`config.mk`:
```
export PLATFORM = sky130hd
export DESIGN_NAME = side_road_sensor_tx
export DESIGN_NICKNAME = d
export VERILOG_FILES = /design/src/rtl/side_road_sensor_tx.sv
export SDC_FILE = /design/constraint.sdc
export NUM_CORES = 1
export LEC_CHECK = 0
export ABC_CLOCK_PERIOD_IN_PS = 2300
export CORE_MARGIN = 5
export CORE_UTILIZATION = 48
export DETAILED_ROUTE_END_ITERATION = 16
export PLACE_DENSITY = 0.75
export RECOVER_POWER = 50
export SLEW_MARGIN = 20
export SYNTH_ARGS = -nofsm -noshare
export SYNTH_HDL_FRONTEND = slang
export SYNTH_SLANG_ARGS = --single-unit
```
`constraint.sdc`:
```
create_clock -name clk -period 2.3 [get_ports clk]
set_input_delay 0.46 -clock clk [delete_from_list [all_inputs] [get_ports clk]]
set_output_delay 0.46 -clock clk [all_outputs]
set_load 0.01 [all_outputs]
```
`src/rtl/side_road_sensor_tx.sv`:
```
// Side-road SENSOR request transmitter: synchronises and debounces the loop detector,
// counts queued vehicles, requests service and drains the queue on green.
// Optional SENSOR_WAIT_TIMEOUT_EN adds a forced request after MAX_WAIT idle cycles.
module side_road_sensor_tx #(
    parameter int unsigned DEB_CYCLES   = 2,
    parameter int unsigned QUEUE_THRESH = 3
`ifdef SENSOR_WAIT_TIMEOUT_EN
    ,
    parameter int unsigned MAX_WAIT     = 60
`endif
) (
    input  logic       clk,
    input  logic       rst,
    input  logic       veh_in,
    input  logic [2:0] side_road,
    output logic       SENSOR,
    output logic [7:0] queue,
    output logic [7:0] wait_cnt,
    output logic       light_err
);

    localparam logic [3:0] DEB_LIM = 4'(DEB_CYCLES);
    localparam logic [7:0] Q_TH    = 8'(QUEUE_THRESH);
`ifdef SENSOR_WAIT_TIMEOUT_EN
    localparam logic [7:0] WAIT_LIM = 8'(MAX_WAIT);
`endif

    typedef enum logic [1:0] {
        IDLE    = 2'd0,
        REQUEST = 2'd1,
        SERVED  = 2'd2
    } state_t;

    state_t     state_q, state_d;
    logic       sync1_q, sync2_q;
    logic       deb_q, deb_d;
    logic [3:0] deb_cnt_q, deb_cnt_d;
    logic [7:0] queue_q, queue_d;
    logic [7:0] wait_cnt_q, wait_cnt_d;
    logic       sensor_q, sensor_d;
    logic       light_err_q, light_err_d;

    logic green, light_ok, arrival, discharge, req_cond;

    always_comb begin
        green    = (side_road == 3'b001);
        light_ok = (side_road == 3'b001) || (side_road == 3'b010) || (side_road == 3'b100);
        light_err_d = light_err_q | ~light_ok;
    end

    // Debounce: the counter only advances while the synced input disagrees with the state
    always_comb begin
        deb_d     = deb_q;
        deb_cnt_d = '0;
        if (sync2_q != deb_q) begin
            if (deb_cnt_q + 4'd1 >= DEB_LIM) begin
                deb_d     = ~deb_q;
                deb_cnt_d = '0;
            end else begin
                deb_cnt_d = deb_cnt_q + 4'd1;
            end
        end
        arrival = deb_d & ~deb_q;
    end

    always_comb begin
        discharge = (state_q == SERVED) && green;
        queue_d   = queue_q;
        if (arrival && !discharge) begin
            if (queue_q != 8'hFF) begin
                queue_d = queue_q + 8'd1;
            end
        end else if (discharge && !arrival) begin
            if (queue_q != 8'd0) begin
                queue_d = queue_q - 8'd1;
            end
        end
    end

    always_comb begin
`ifdef SENSOR_WAIT_TIMEOUT_EN
        req_cond = (queue_q >= Q_TH) || ((queue_q != 8'd0) && (wait_cnt_q == WAIT_LIM));
`else
        req_cond = (queue_q >= Q_TH);
`endif
    end

    always_comb begin
        state_d    = state_q;
        sensor_d   = sensor_q;
        wait_cnt_d = wait_cnt_q;
        case (state_q)
            IDLE: begin
                sensor_d = 1'b0;
                if (queue_q == 8'd0) begin
                    wait_cnt_d = '0;
                end else if (wait_cnt_q != 8'hFF) begin
                    wait_cnt_d = wait_cnt_q + 8'd1;
                end
                if (green && (queue_q != 8'd0)) begin
                    state_d    = SERVED;
                    sensor_d   = (queue_d != 8'd0);
                    wait_cnt_d = '0;
                end else if (req_cond) begin
                    state_d    = REQUEST;
                    sensor_d   = 1'b1;
                    wait_cnt_d = '0;
                end
            end
            REQUEST: begin
                sensor_d   = 1'b1;
                wait_cnt_d = '0;
                if (green) begin
                    state_d  = SERVED;
                    sensor_d = (queue_d != 8'd0);
                end
            end
            SERVED: begin
                wait_cnt_d = '0;
                if (green) begin
                    sensor_d = (queue_d != 8'd0);
                end else begin
                    state_d  = IDLE;
                    sensor_d = 1'b0;
                end
            end
            default: begin
                state_d    = IDLE;
                sensor_d   = 1'b0;
                wait_cnt_d = '0;
            end
        endcase
    end

    always_ff @(posedge clk) begin
        if (rst) begin
            state_q     <= IDLE;
            sync1_q     <= 1'b0;
            sync2_q     <= 1'b0;
            deb_q       <= 1'b0;
            deb_cnt_q   <= '0;
            queue_q     <= '0;
            wait_cnt_q  <= '0;
            sensor_q    <= 1'b0;
            light_err_q <= 1'b0;
        end else begin
            state_q     <= state_d;
            sync1_q     <= veh_in;
            sync2_q     <= sync1_q;
            deb_q       <= deb_d;
            deb_cnt_q   <= deb_cnt_d;
            queue_q     <= queue_d;
            wait_cnt_q  <= wait_cnt_d;
            sensor_q    <= sensor_d;
            light_err_q <= light_err_d;
        end
    end

    assign SENSOR    = sensor_q;
    assign queue     = queue_q;
    assign wait_cnt  = wait_cnt_q;
    assign light_err = light_err_q;

endmodule

```
==> flow_summary.ini, run 1 <==
[placed_design]
port_buffers = 23
gp_congestion = 0.889
hpwl_um = 3120

[pwr]
power_frac_comb_pct = 28.4
p_switching_w = 0.000316
sequentialPowerShare_pct = 50.7
p_leak_nw = 0.801
ir_worst_vdd_mv = 0.298
power.total_w = 0.00102
p_clk_share_pct = 21.0
swShare_pct = 31.0
internal_power_w = 0.000704
powerDensity_mw_per_mm2 = 500

[drt]
drtIter0Drc = 81
drcViolationCount = 0
postRouteAntennaNets = 0
dr.pass1.iters = 4
num_vias = 1504
avgViaCountPerCell = 5.57
wire_per_inst_um = 14.4
wl_um = 3900

[die]
io_pins = 24
rows = 20
design.core.area_mm2 = 0.00308
dieArea_mm2 = 0.00447
dieWidth_um = 66.9
start_util_pct = 50.4
fp.dieH_um = 66.9

[grt]
antenna_found_initial = 0
grt_max_degree = 17
gr-total-overflow = 0
grt_pass1_wl_um = 6780
grt_use_total_pct = 19.4
first_global_vias = 1471

[logic_synthesis]
synth_cell_type_count = 53
synth_simple_gate_area_share_pct = 29.3
synth.area.top_cells = dfxtp_1 35%, nor2_1 6.5%, ha_1 4.0%, xnor2_1 3.4%, nand3_1 3.2%
synth-compound-area-share_pct = 19.6
yosysSeqAreaShare_pct = 34.8
synth-main-ff-cell = dfxtp_1
netlist_top_cells_count = 27 x dfxtp_1, 27 x nor2_1, 10 x nand3_1
yosysWarningCount = 0
synth_top_area_share_pct = 34.8
synth.cell_area_mm2 = 0.00155
syn_avg_cell_area_um2 = 8.63
synthCells = 180
yosysTopAreaCell = dfxtp_1
synth-xor-area-share_pct = 4.51
synth_top_family_by_area = simple AND/OR/NAND/NOR gates
synthAdderAreaFrac_pct = 4.03
postSynth.asyncResetShare_pct = 0
synthMuxAreaShare_pct = 2.10
synth-edff-count = 0
ys_seq_elements = 27

[setup_path]
cp.required_ns = 2.55
start_kind = input pin
end_kind = register
regToRegSetupSlack_ns = 0.10
cp.arrival_ns = 2.47
worstPathMaxFanout = 8
worst-setup-path-type = input pin to register

[clock_network]
htreeDepth = 1
cts.root.buffer_cell = clkbuf_4
cts_setup_buffers = 0
ctsHoldBuffers = 0
cts.reportedPaths.clkPinSlew_ns = 0.16
clk_latency_ns = 0.33
clk_path_buf_depth = 2
cts-buffers-inserted = 3
cts_num_sinks = 27
cts_tree = yes

[cells_and_area]
fill_cells = 268
drive_gt1_share_pct = 20.8
nets = 238
area_growth_pct = 31.4
post-route-util_pct = 66.3
diodes = 0

[sta]
rsz0062_at_grt = no
maxSlewViolCount = 0
slew-limit-headroom_pct = 52.3
fin_crit_sh_pct = 96.8
min_period_ns = 2.23
fmax_mhz = 449
setup_viol = 0
finClkSkew_ns = 0.0101
hold_viol = 0
worst_pin_slew_ns = 0.715

[worst_hold_path]
hold_class = register to register

[job]
drv_cap = 0

[status]
status = finished, final reports clean
-- critical path, cell delays in order --
cell and delay (ns):
clkdlybuf4s50_1 0.53, nor4b_4 0.07, a2bb2o_1 0.30, or3_4 0.39, o221ai_1 0.19, o21a_1 0.19, nand4_1 0.09, o31a_1 0.24
-- worst paths after layout --
| check | from | end | cells past startpoint |
|---|---|---|---|
| min | sync1_q | sync2_q | 1 |
| max reg2reg | queue[0] | SENSOR | 8 |
| max | side_road[2] | SENSOR | 8 |
| min reg2reg | sync1_q | sync2_q | 1 |
-- metrics by stage --
step	hold WS, ns	setup WS, ns	TNS, ns	instances	area (um^2)
after global placement	0.433	-0.296	-1.09	266	1980
after detailed placement	0.453	-0.379	-1.49	266	1980
final	0.474	0.0736	0	270	2040
after floorplan	0.414	0.0463	0	182	1560
after global routing	0.486	0.00144	0	270	2040
after CTS	0.477	0.0187	0	270	2020
-- power by group through the flow --
stage                     combinational, W  sequential, W  clock [W]
after floorplan                   0.000167       0.000527          0
after global placement            0.000277       0.000524          0
after detailed placement          0.000283       0.000525          0
after CTS                         0.000286       0.000515   0.000218
after global routing              0.000322       0.000522   0.000244
final                             0.000289       0.000516   0.000214
-- repair_timing --
action | CTS | global route
gates resized for setup | 1 | 7
hold endpoints to repair | 0 | 0
endpoints found under the setup margin | 1 | 1
-- area by class of cell --
type                            count  area, um^2  area share, %
Clock buffer                        3        22.5           1.10
Inverter                            9        33.8           1.66
Sequential cell                    27         543           26.6
Timing Repair Buffer               48         414           20.3
Tap cell                           44        55.1           2.70
Clock inverter                      1        7.51          0.368
Multi-Input combinational cell    138         965           47.3
-- state kept, by name, indices dropped and copies added (netlist names) --
signal / count
state_q: 2
light_err: 1
sync1_q: 1
SENSOR: 1
deb_q: 1
sync2_q: 1
wait_cnt: 8
deb_cnt_q: 4
queue: 8
-- cells by family after synthesis --
| logic type | Yosys count |
|---|---|
| XOR/XNOR | 8 |
| AND/OR/NAND/NOR | 82 |
| flip-flops | 27 |
| multiplexers | 2 |
| buffers and inverters | 17 |
| adder cells (fa/ha/maj) | 5 |
| AO/OA/AOI/OAI | 38 |
| other | 1 |
-- per-layer routing --
metal / part of all wire, % / vias up / wire (um) / global-route usage (%)
li1: - / 759 / - / -
met1: 46 / 698 / 1780 / 25.1
met4: 1.1 / 0 / 42 / 5.32
met2: 48 / 41 / 1890 / 32.7
met3: 4.7 / 6 / 183 / 3.54
met5: 0 / - / 0 / 0
-- cells in the final DEF, fill, tap and decap left out, types with 3 or more instances in the layout --
cell type and count:
a21o_1 3, dfxtp_1 25, conb_1 3, clkbuf_4 3
a31oi_1 3, inv_1 9, o21a_1 3, nor3_1 7
dlygate4sd3_1 14, nand2_1 6, xnor2_1 6, nand4_1 4
buf_4 24, nand3_1 10, a21oi_1 4, nand2b_1 3
nor2b_1 3, nor4_1 4, and3_1 3, nor2_1 27
clkdlybuf4s50_1 9, ha_1 5
(Power assumes the default switching activity.)
==> run 2, diff against run 1 <==
CTS_CLUSTER_SIZE = 20   (was not set)
==> results of run 2 <==
The final DEF is identical to that of run 1; final timing and power are the same.
